File: config.mk
export PLATFORM = sky130hd
export DESIGN_NAME = ss_scan_decoder
export DESIGN_NICKNAME = d
export VERILOG_FILES = /design/src/rtl/ss_scan_decoder.sv
export SDC_FILE = /design/constraint.sdc
export NUM_CORES = 1
export LEC_CHECK = 0
export ABC_AREA = 1
export BUFFER_PORTS_ARGS = -buffer_cell sky130_fd_sc_hd__buf_2
export CORE_MARGIN = 5
export CORE_UTILIZATION = 32
export CTS_CLUSTER_SIZE = 24
export DETAILED_ROUTE_END_ITERATION = 6
export PLACE_DENSITY = 0.55
export SLEW_MARGIN = 40
export SYNTH_ARGS = -nofsm -noshare
export SYNTH_HDL_FRONTEND = slang
export SYNTH_SLANG_ARGS = --single-unit
File: constraint.sdc
create_clock -name CLK100MHZ -period 2.6 [get_ports CLK100MHZ]
set_input_delay 0.39 -clock CLK100MHZ [delete_from_list [all_inputs] [get_ports CLK100MHZ]]
set_output_delay 0.39 -clock CLK100MHZ [all_outputs]
set_load 0.02 [all_outputs]
File: src/rtl/ss_scan_decoder.sv
// ss_scan_decoder: rebuilds four BCD clock digits from the multiplexed, PWM-dimmed,
// active-low seven-segment bus; debounces across scans and flags bad or stalled activity.
module ss_scan_decoder #(
   parameter int MIN_ON       = 4,
   parameter int STABLE_SCANS = 3,
   parameter int TIMEOUT_CYC  = 2_000_000
) (
   input  logic       CLK100MHZ,
   input  logic       reset_n,
   input  logic [3:0] AN,
   input  logic [6:0] SEG,
   input  logic       clr_err,
   output logic [3:0] d3,
   output logic [3:0] d2,
   output logic [3:0] d1,
   output logic [3:0] d0,
   output logic       all_valid,
   output logic       time_valid,
   output logic       update,
   output logic       pattern_err,
   output logic       overlap_err,
   output logic       stale
);
   localparam int CW = $clog2(MIN_ON + 1);
   localparam int SW = $clog2(STABLE_SCANS + 1);
   localparam int TW = $clog2(TIMEOUT_CYC + 1);
   localparam logic [CW-1:0] MIN_C = CW'(MIN_ON);
   localparam logic [SW-1:0] STB   = SW'(STABLE_SCANS);
   localparam logic [TW-1:0] TMO   = TW'(TIMEOUT_CYC);

   // {illegal, bcd}
   function automatic logic [4:0] seg_decode(input logic [6:0] p);
      case (p)
         7'h40:   return 5'h00;
         7'h79:   return 5'h01;
         7'h24:   return 5'h02;
         7'h30:   return 5'h03;
         7'h19:   return 5'h04;
         7'h12:   return 5'h05;
         7'h02:   return 5'h06;
         7'h78:   return 5'h07;
         7'h00:   return 5'h08;
         7'h10:   return 5'h09;
         default: return 5'h1F;
      endcase
   endfunction

   logic [3:0]    an_q;
   logic [6:0]    seg_q, pat_q, pat_d;
   logic          open_q, open_d, have_q, have_d, conf_q, conf_d;
   logic [1:0]    widx_q, widx_d, idx;
   logic [CW-1:0] wcnt_q, wcnt_d;
   logic [3:0]    dig_q [4];
   logic [3:0]    dig_d [4];
   logic [3:0]    cand_q [4];
   logic [3:0]    cand_d [4];
   logic [SW-1:0] mcnt_q [4];
   logic [SW-1:0] mcnt_d [4];
   logic          pe_ev_q, pe_ev_d, pattern_err_q, pattern_err_d;
   logic          overlap_err_q, overlap_err_d, update_q, update_d;
   logic [TW-1:0] tcnt_q, tcnt_d;
   logic          single, multi, lit, sw, close, short_win, bad;
   logic [4:0]    dec;
   logic [3:0]    dec_val;

   always_comb begin
      single = 1'b1;
      idx = 2'd0;
      case (an_q)
         4'b1110: idx = 2'd0;
         4'b1101: idx = 2'd1;
         4'b1011: idx = 2'd2;
         4'b0111: idx = 2'd3;
         default: single = 1'b0;
      endcase
   end

   assign multi     = ~single & (an_q != 4'hF);
   assign lit       = single & (seg_q != 7'h7F);
   assign sw        = single & (~open_q | (idx != widx_q));
   assign close     = sw & open_q;
   assign stale     = tcnt_q == TMO;
   assign dec       = seg_decode(pat_q);
   assign short_win = wcnt_q != MIN_C;
   assign dec_val   = short_win ? 4'hF : dec[3:0];
   assign bad       = ~conf_q & ~short_win & dec[4];

   always_comb begin
      // a stall drops the open window so the first window after it closes nothing
      open_d = single | (open_q & ~stale);
      widx_d = single ? idx : widx_q;
      wcnt_d = sw ? CW'(lit) : wcnt_q + CW'(lit && wcnt_q != MIN_C);
      pat_d = (lit & (sw | ~have_q)) ? seg_q : pat_q;
      have_d = sw ? lit : (have_q | lit);
      conf_d = ~sw & (conf_q | (lit & have_q & (seg_q != pat_q)));
      cand_d = cand_q;
      mcnt_d = mcnt_q;
      dig_d = dig_q;
      update_d = 1'b0;
      for (int i = 0; i < 4; i++) begin
         if (close && widx_q == 2'(i)) begin
            if (conf_q)
               mcnt_d[i] = '0;
            else if (dec_val == cand_q[i])
               mcnt_d[i] = (mcnt_q[i] == STB) ? STB : mcnt_q[i] + 1'b1;
            else begin
               cand_d[i] = dec_val;
               mcnt_d[i] = SW'(1);
            end
         end
         if (mcnt_q[i] == STB && cand_q[i] != dig_q[i]) begin
            dig_d[i] = cand_q[i];
            update_d = 1'b1;
         end
      end
      pe_ev_d = close & (conf_q | bad);
      pattern_err_d = pe_ev_q | (pattern_err_q & ~clr_err);
      overlap_err_d = multi | (overlap_err_q & ~clr_err);
      tcnt_d = close ? '0 : (stale ? tcnt_q : tcnt_q + 1'b1);
   end

   always_ff @(posedge CLK100MHZ or negedge reset_n) begin
      if (!reset_n) begin
         an_q <= 4'hF;
         seg_q <= 7'h7F;
         open_q <= 1'b0;
         widx_q <= 2'd0;
         wcnt_q <= '0;
         pat_q <= 7'h7F;
         have_q <= 1'b0;
         conf_q <= 1'b0;
         dig_q <= '{default: 4'hF};
         cand_q <= '{default: 4'hF};
         mcnt_q <= '{default: '0};
         pe_ev_q <= 1'b0;
         pattern_err_q <= 1'b0;
         overlap_err_q <= 1'b0;
         update_q <= 1'b0;
         tcnt_q <= '0;
      end else begin
         an_q <= AN;
         seg_q <= SEG;
         open_q <= open_d;
         widx_q <= widx_d;
         wcnt_q <= wcnt_d;
         pat_q <= pat_d;
         have_q <= have_d;
         conf_q <= conf_d;
         dig_q <= dig_d;
         cand_q <= cand_d;
         mcnt_q <= mcnt_d;
         pe_ev_q <= pe_ev_d;
         pattern_err_q <= pattern_err_d;
         overlap_err_q <= overlap_err_d;
         update_q <= update_d;
         tcnt_q <= tcnt_d;
      end
   end

   assign {d3, d2, d1, d0} = {dig_q[3], dig_q[2], dig_q[1], dig_q[0]};
   assign all_valid   = (d3 <= 4'd9) & (d2 <= 4'd9) & (d1 <= 4'd9) & (d0 <= 4'd9);
   assign time_valid  = all_valid & (d3 <= 4'd2) & ((d3 != 4'd2) | (d2 <= 4'd3)) & (d1 <= 4'd5);
   assign update      = update_q;
   assign pattern_err = pattern_err_q;
   assign overlap_err = overlap_err_q;
endmodule

== Word level (Yosys, flattened, before mapping) ==
Index checks and enable logic that the tools add are counted.

* Register bits after elaboration: 91
* Bits of input ports: 14

* Add/subtract/negate cells: 6
* Magnitude comparators: 7
* Eq/ne operators: 36
* Multiplexer cells: 24
* Bitwise gates (word level): 41
* Reductions and logical operators: 16

{| class="wikitable"
|+ Operator list
! operator !! number
|-
| $pmux W5 S10 || 1
|-
| $mux W21 || 2
|-
| $mux W2 || 12
|-
| $add A21 B1 Y21 const B || 1
|-
| $eq A21 B21 Y1 const B || 1
|-
| $eq A7 B5 Y1 const B || 3
|-
| $eq A7 B7 Y1 const B || 3
|-
| $and A1 B1 Y1 || 20
|-
| $eq A4 B4 Y1 || 4
|-
| $le A4 B4 Y1 const B || 4
|-
| $ne A4 B4 Y1 || 4
|-
| $eq A7 B6 Y1 const B || 2
|-
| $eq A2 B2 Y1 const B || 6
|-
| $eq A4 B4 Y1 const B || 3
|-
| $not A1 Y1 || 12
|-
| $reduce_and A3 Y1 || 4
|-
| $logic_and A1 B1 Y1 || 9
|-
| $or A1 B1 Y1 || 9
|-
| $add A2 B1 Y2 const B || 4
|-
| $le A4 B2 Y1 const B || 2
|-
| $eq A7 B2 Y1 const B || 1
|-
| $logic_not A7 Y1 || 1
|-
| $ne A7 B7 Y1 || 1
|-
| $ne A7 B7 Y1 const B || 1
|-
| other kinds (15) || 20
|}

== Logic depth before layout (Yosys ltp) ==
* Depth in word-level cells: 8
* Depth in mapped cells: 16
* Gate-level depth less buffers: 15

== Worst setup path before layout ==
No wires, ideal clock.

* Kind: reg-to-reg
* Start point: reg pat_q[5]
* End point: reg mcnt_q[2] (netlist name)
* Library setup time: 0.131 ns
* Arrival time: 1.769 ns
* Setup slack: 0.700 ns
* Stages on the path, launching flop included: 14
* Path buffers: 2
* Clock period less this slack: 1.900 ns
* Path through: dfstp_2 -> buf_2 -> inv_2 -> nand2_2 -> nor2_1 -> nand2_2 -> nand2_1 -> nor2_2 -> nand2_4 -> buf_6 -> nand3_1 -> nand3_2 -> o21ai_4 -> nand3_1

* Longest elaborated chain between the ends: 6
* Elaborated cells between the ends (all ways): 15

{| class="wikitable"
|+ RTL lines
! item !! RTL line !! RTL
|-
| start, declared || 49 || <nowiki>logic [6:0] seg_q, pat_q, pat_d;</nowiki>
|-
| start signal, assigned || 146 || <nowiki>pat_q <= pat_d;</nowiki>
|-
| $eq A7 B5 Y1, or another cell as far along || 33 || <nowiki>case (p)</nowiki>
|-
| $pmux W5 S10 (*) || 33 ||
|-
| $mux W4 (*) || 85 || <nowiki>assign dec_val = short_win ? 4'hF : dec[3:0];</nowiki>
|-
| $eq A4 B4 Y1 (*) || 104 || <nowiki>else if (dec_val == cand_q[i])</nowiki>
|-
| $mux W2 (*) || 104 ||
|-
| $mux W2 (*) || 102 || <nowiki>if (conf_q)</nowiki>
|-
| end signal, assigned || 151 || <nowiki>mcnt_q <= mcnt_d;</nowiki>
|-
| end, declared || 57 || <nowiki>logic [SW-1:0] mcnt_q [4];</nowiki>
|}

Every way passes the cells marked *; elsewhere a longest branch is shown, timed or not.
A chain may end at the register's enable or synchronous reset.

== Final worst setup path ==
* Start point: reg tcnt_q[0]
* End point: out stale

* Longest elaborated chain between the ends: 1

{| class="wikitable"
|+ RTL lines
! item !! RTL line !! RTL
|-
| start, declared || 61 || <nowiki>logic [TW-1:0] tcnt_q, tcnt_d;</nowiki>
|-
| start signal, assigned || 156 || <nowiki>tcnt_q <= tcnt_d;</nowiki>
|-
| $eq A21 B21 Y1 || 82 || <nowiki>assign stale = tcnt_q == TMO;</nowiki>
|-
| end, declared || 22 || <nowiki>output logic stale</nowiki>
|}

Every way passes these cells.

==> summary.md <==
| Metric | Value |
|---|---|
| Most frequent CP cell | `inv_1` |
| Area growth, synth to finish | `16.3%` |
| CTS root buf | `clkbuf_16` |
| Final WL | `roughly 11000 µm` |
| HPWL Detailed | `8430 µm` |
| Synth warn | `0` |
| Via/cell ratio | `approximately 4.6` |
| Most common cell in the synthesized netlist | `nand2_1` |
| Synth top area cells | `dfstp_2, dfrtp_1, nand2_1` |
| Minimum clock period | `2.26 ns` |
| Max cap viols | `0` |
| Top-area cell type share of the netlist area | `26.1%` |
| Critical-path cell list | `inv_1 -> ha_1 -> nand2_1 -> nor3_1 -> nand4_1 -> inv_1 -> buf_2` |
| Pre-CTS setup slack | `about 0.4 ns` |
| First-pass GRT wire length | `19300 µm` |
| Clk pwr share | `29.2%` |
| Final Skew | `0.00961 ns` |
| Mapped Nets | `650` |
| Worst min path class | `input port to async pin` |
| Post-synth EDFFs | `0` |
| Core Area | `between 15000 and 20000 µm²` |
| Crit-path max cell delay | `~0.4 ns` |
| Max-slew violations | `0` |
| Drt drc | `0` |
| CTS max path bufs | `2` |
| Final period util | `between 80% and 90%` |
| WL/cell | `~13 µm` |
| Grt total ovfl | `0` |
| Critical Path AT | `~1.9 ns` |
| # resized after CTS | `0` |
| Req. time, crit path | `2.21 ns` |
| RSZ-0062 raised after global routing | `false` |
| Sequential area share after synthesis | `46.5%` |
| H-tree depth | `3` |
| I/O Buffers | `35` |
| Initial Util | `between 30% and 40%` |
| Setup Buffers After CTS | `0` |
| Mapped Area | `5030 µm²` |
| NumNets Final | `just under 700` |
| Antenna violations before repair | `0` |
| Max Fclk | `~440 MHz` |
| Layout cells sized above 1 | `22.3%` |
| Final ANT Viol Nets | `0` |
| Hold-fix buffers, CTS | `0` |
| Met2 usage | `between 10% and 20%` |
| Reg power frac | `43.0%` |
| Drt first pass iters | `4` |
| Post-Route Setup TNS | `0 ns` |
| Post-synth top cells | `nand2_1, inv_1, nand3_1` |
| # rows | `45` |
| Total count of hold-check failures in the final report | `0` |
| Critical path type | `register to output port` |
| Global Route met1 Usage | `18.6%` |
| Routed via count | `roughly 4100` |
| Critical-path maximum fanout | `6` |
| Synth async-reset ratio | `between 90% and 100%` |
| CTS tree | `done` |
| Top cell family by delay on the critical path | `simple AND/OR/NAND/NOR gates` |
| Crit-path slowest cell | `dfrtp_1` |
| CP bufs+invs | `3` |
| LEAKAGE | `2.89 nW` |
| Outcome | `finished clean` |
| Total track usage | `about an eighth` |
| Post-synthesis register bit count | `just over 90` |
| Switch share | `35.5%` |
| Die footprint | `approximately 18000 µm²` |
| Starting DRT DRC Count | `just over 300` |
| Worst VDD drop | `about 420 µV` |
| Internal power | `about 3.5 mW` |
| Chip height | `~140 µm` |
| Filler instances | `about 1600` |
| Setup crit end kind | `output port` |
| Clock latency at the later pin of the worst-skew pair | `around 0.35 ns` |
| Mapped Avg Cell Area | `7.96 µm²` |
| Vias in the first global route | `between 3000 and 4000` |
| Synth area leader | `dfstp_2` |
| Mapped Cells | `632` |
| Layout Utilization | `38.2%` |
| Synth cell types | `37` |
| GRT busiest layer | `met2` |
| NetSw | `1.93 mW` |
| Setup violations, final | `0` |
| Startpoint types | `register` |
| Largest net degree at the start of global routing | `73` |
| Main synth FF type | `dfstp_2` |
| Worst slew margin | `between 50% and 60%` |
| Die Wd | `between 100 and 150 µm` |
| Power Density | `927 nW/µm²` |
| Clk pin slew, worst setup/hold paths | `around 0.06 ns` |
| Worst-Margin Slew | `between 0.6 and 0.7 ns` |
| Final WS setup | `0.342 ns` |
| I/O pins | `36` |
| CTS Sinks | `a little over 90` |
| # diodes | `0` |
| CTS buffer count | `9` |
| M3 GR Usage | `2.86%` |
| GPL Wtd Cong | `around 0.86` |
| Gate power share | `between 20% and 30%` |
power by group through the flow:
stage	Combinational (mW)	Sequential (mW)	Clock, mW
2_1_floorplan	1.18	2.26	0
3_3_place_gp	1.49	2.33	0
3_5_place_dp	1.52	2.35	0
4_1_cts	1.53	2.33	1.64
5_1_grt	1.74	2.39	1.68
6_report	1.51	2.33	1.59
per-stage QoR:
stage          total power, mW  cells  area [µm²]  hold WS (ns)
2_1_floorplan             3.44    632        5030        0.0944
3_3_place_gp              3.82    878        5480         0.459
3_5_place_dp              3.87    878        5490         0.448
4_1_cts                   5.49    894        5850        0.0808
5_1_grt                   5.81    894        5850         0.117
6_report                  5.43    894        5850        0.0590
cells by family after synthesis:
kind of cell / Yosys count / share of synthesized area [%]
AOI/OAI and AO/OA: 54 / 6.74
xor gates and xnor gates: 32 / 5.57
DFF: 91 / 46.5
adders and majority gates: 4 / 0.995
buffers and inverters: 96 / 7.41
and+or+nand+nor: 355 / 32.8
sequential cells by signal, summed over array words and instances (netlist names), 2 cells and up:
signal and count:
cand_q 16, wcnt_q 3, pat_q 7, widx_q 2, d2 4, seg_q 7, d1 4, mcnt_q 8
d0 4, tcnt_q 21, an_q 4, d3 4
cell type report:
| cell class | count | area (µm²) | share of cell area [%] |
|---|---|---|---|
| Clock buffer | 10 | 250 | 4.28 |
| Clock inverter | 6 | 116 | 1.99 |
| Inverter | 90 | 338 | 5.77 |
| Multi-Input combinational cell | 445 | 2320 | 39.6 |
| Sequential cell | 91 | 2340 | 40.0 |
| Tap cell | 211 | 264 | 4.51 |
| Timing Repair Buffer | 41 | 226 | 3.87 |
per-layer routing:
metal  share of wire, %  vias up
met5                  0        -
met3                4.2        9
met1                 51     1931
met4                1.4        0
li1                   -     2112
met2                 43       65
worst paths after layout:
| kind | startpoint | to | slack (ns) | cells after the start |
|---|---|---|---|---|
| min reg2reg | pe_ev_q | pattern_err | 0.48 | 1 |
| max | tcnt_q[0] | stale | 0.34 | 7 |
| max in group asynchronous | reset_n | tcnt_q[17] | 1.92 | 2 |
| max reg2reg | pat_q[4] | mcnt_q[6] | 0.39 | 13 |
| min | reset_n | update | 0.06 | 1 |
| min in group CLK100MHZ | SEG[1] | seg_q[1] | 0.14 | 1 |
layout by cell type, fill, tap and decap left out, types with 17 or more instances in the layout:
master	count
nor2_1	44
nand3_1	69
o21ai_0	33
xnor2_1	23
inv_1	86
dfstp_2	50
nand2_1	172
dfrtp_1	41
nand4_1	17
buf_2	34
Power figures use the tool's default switching activity.
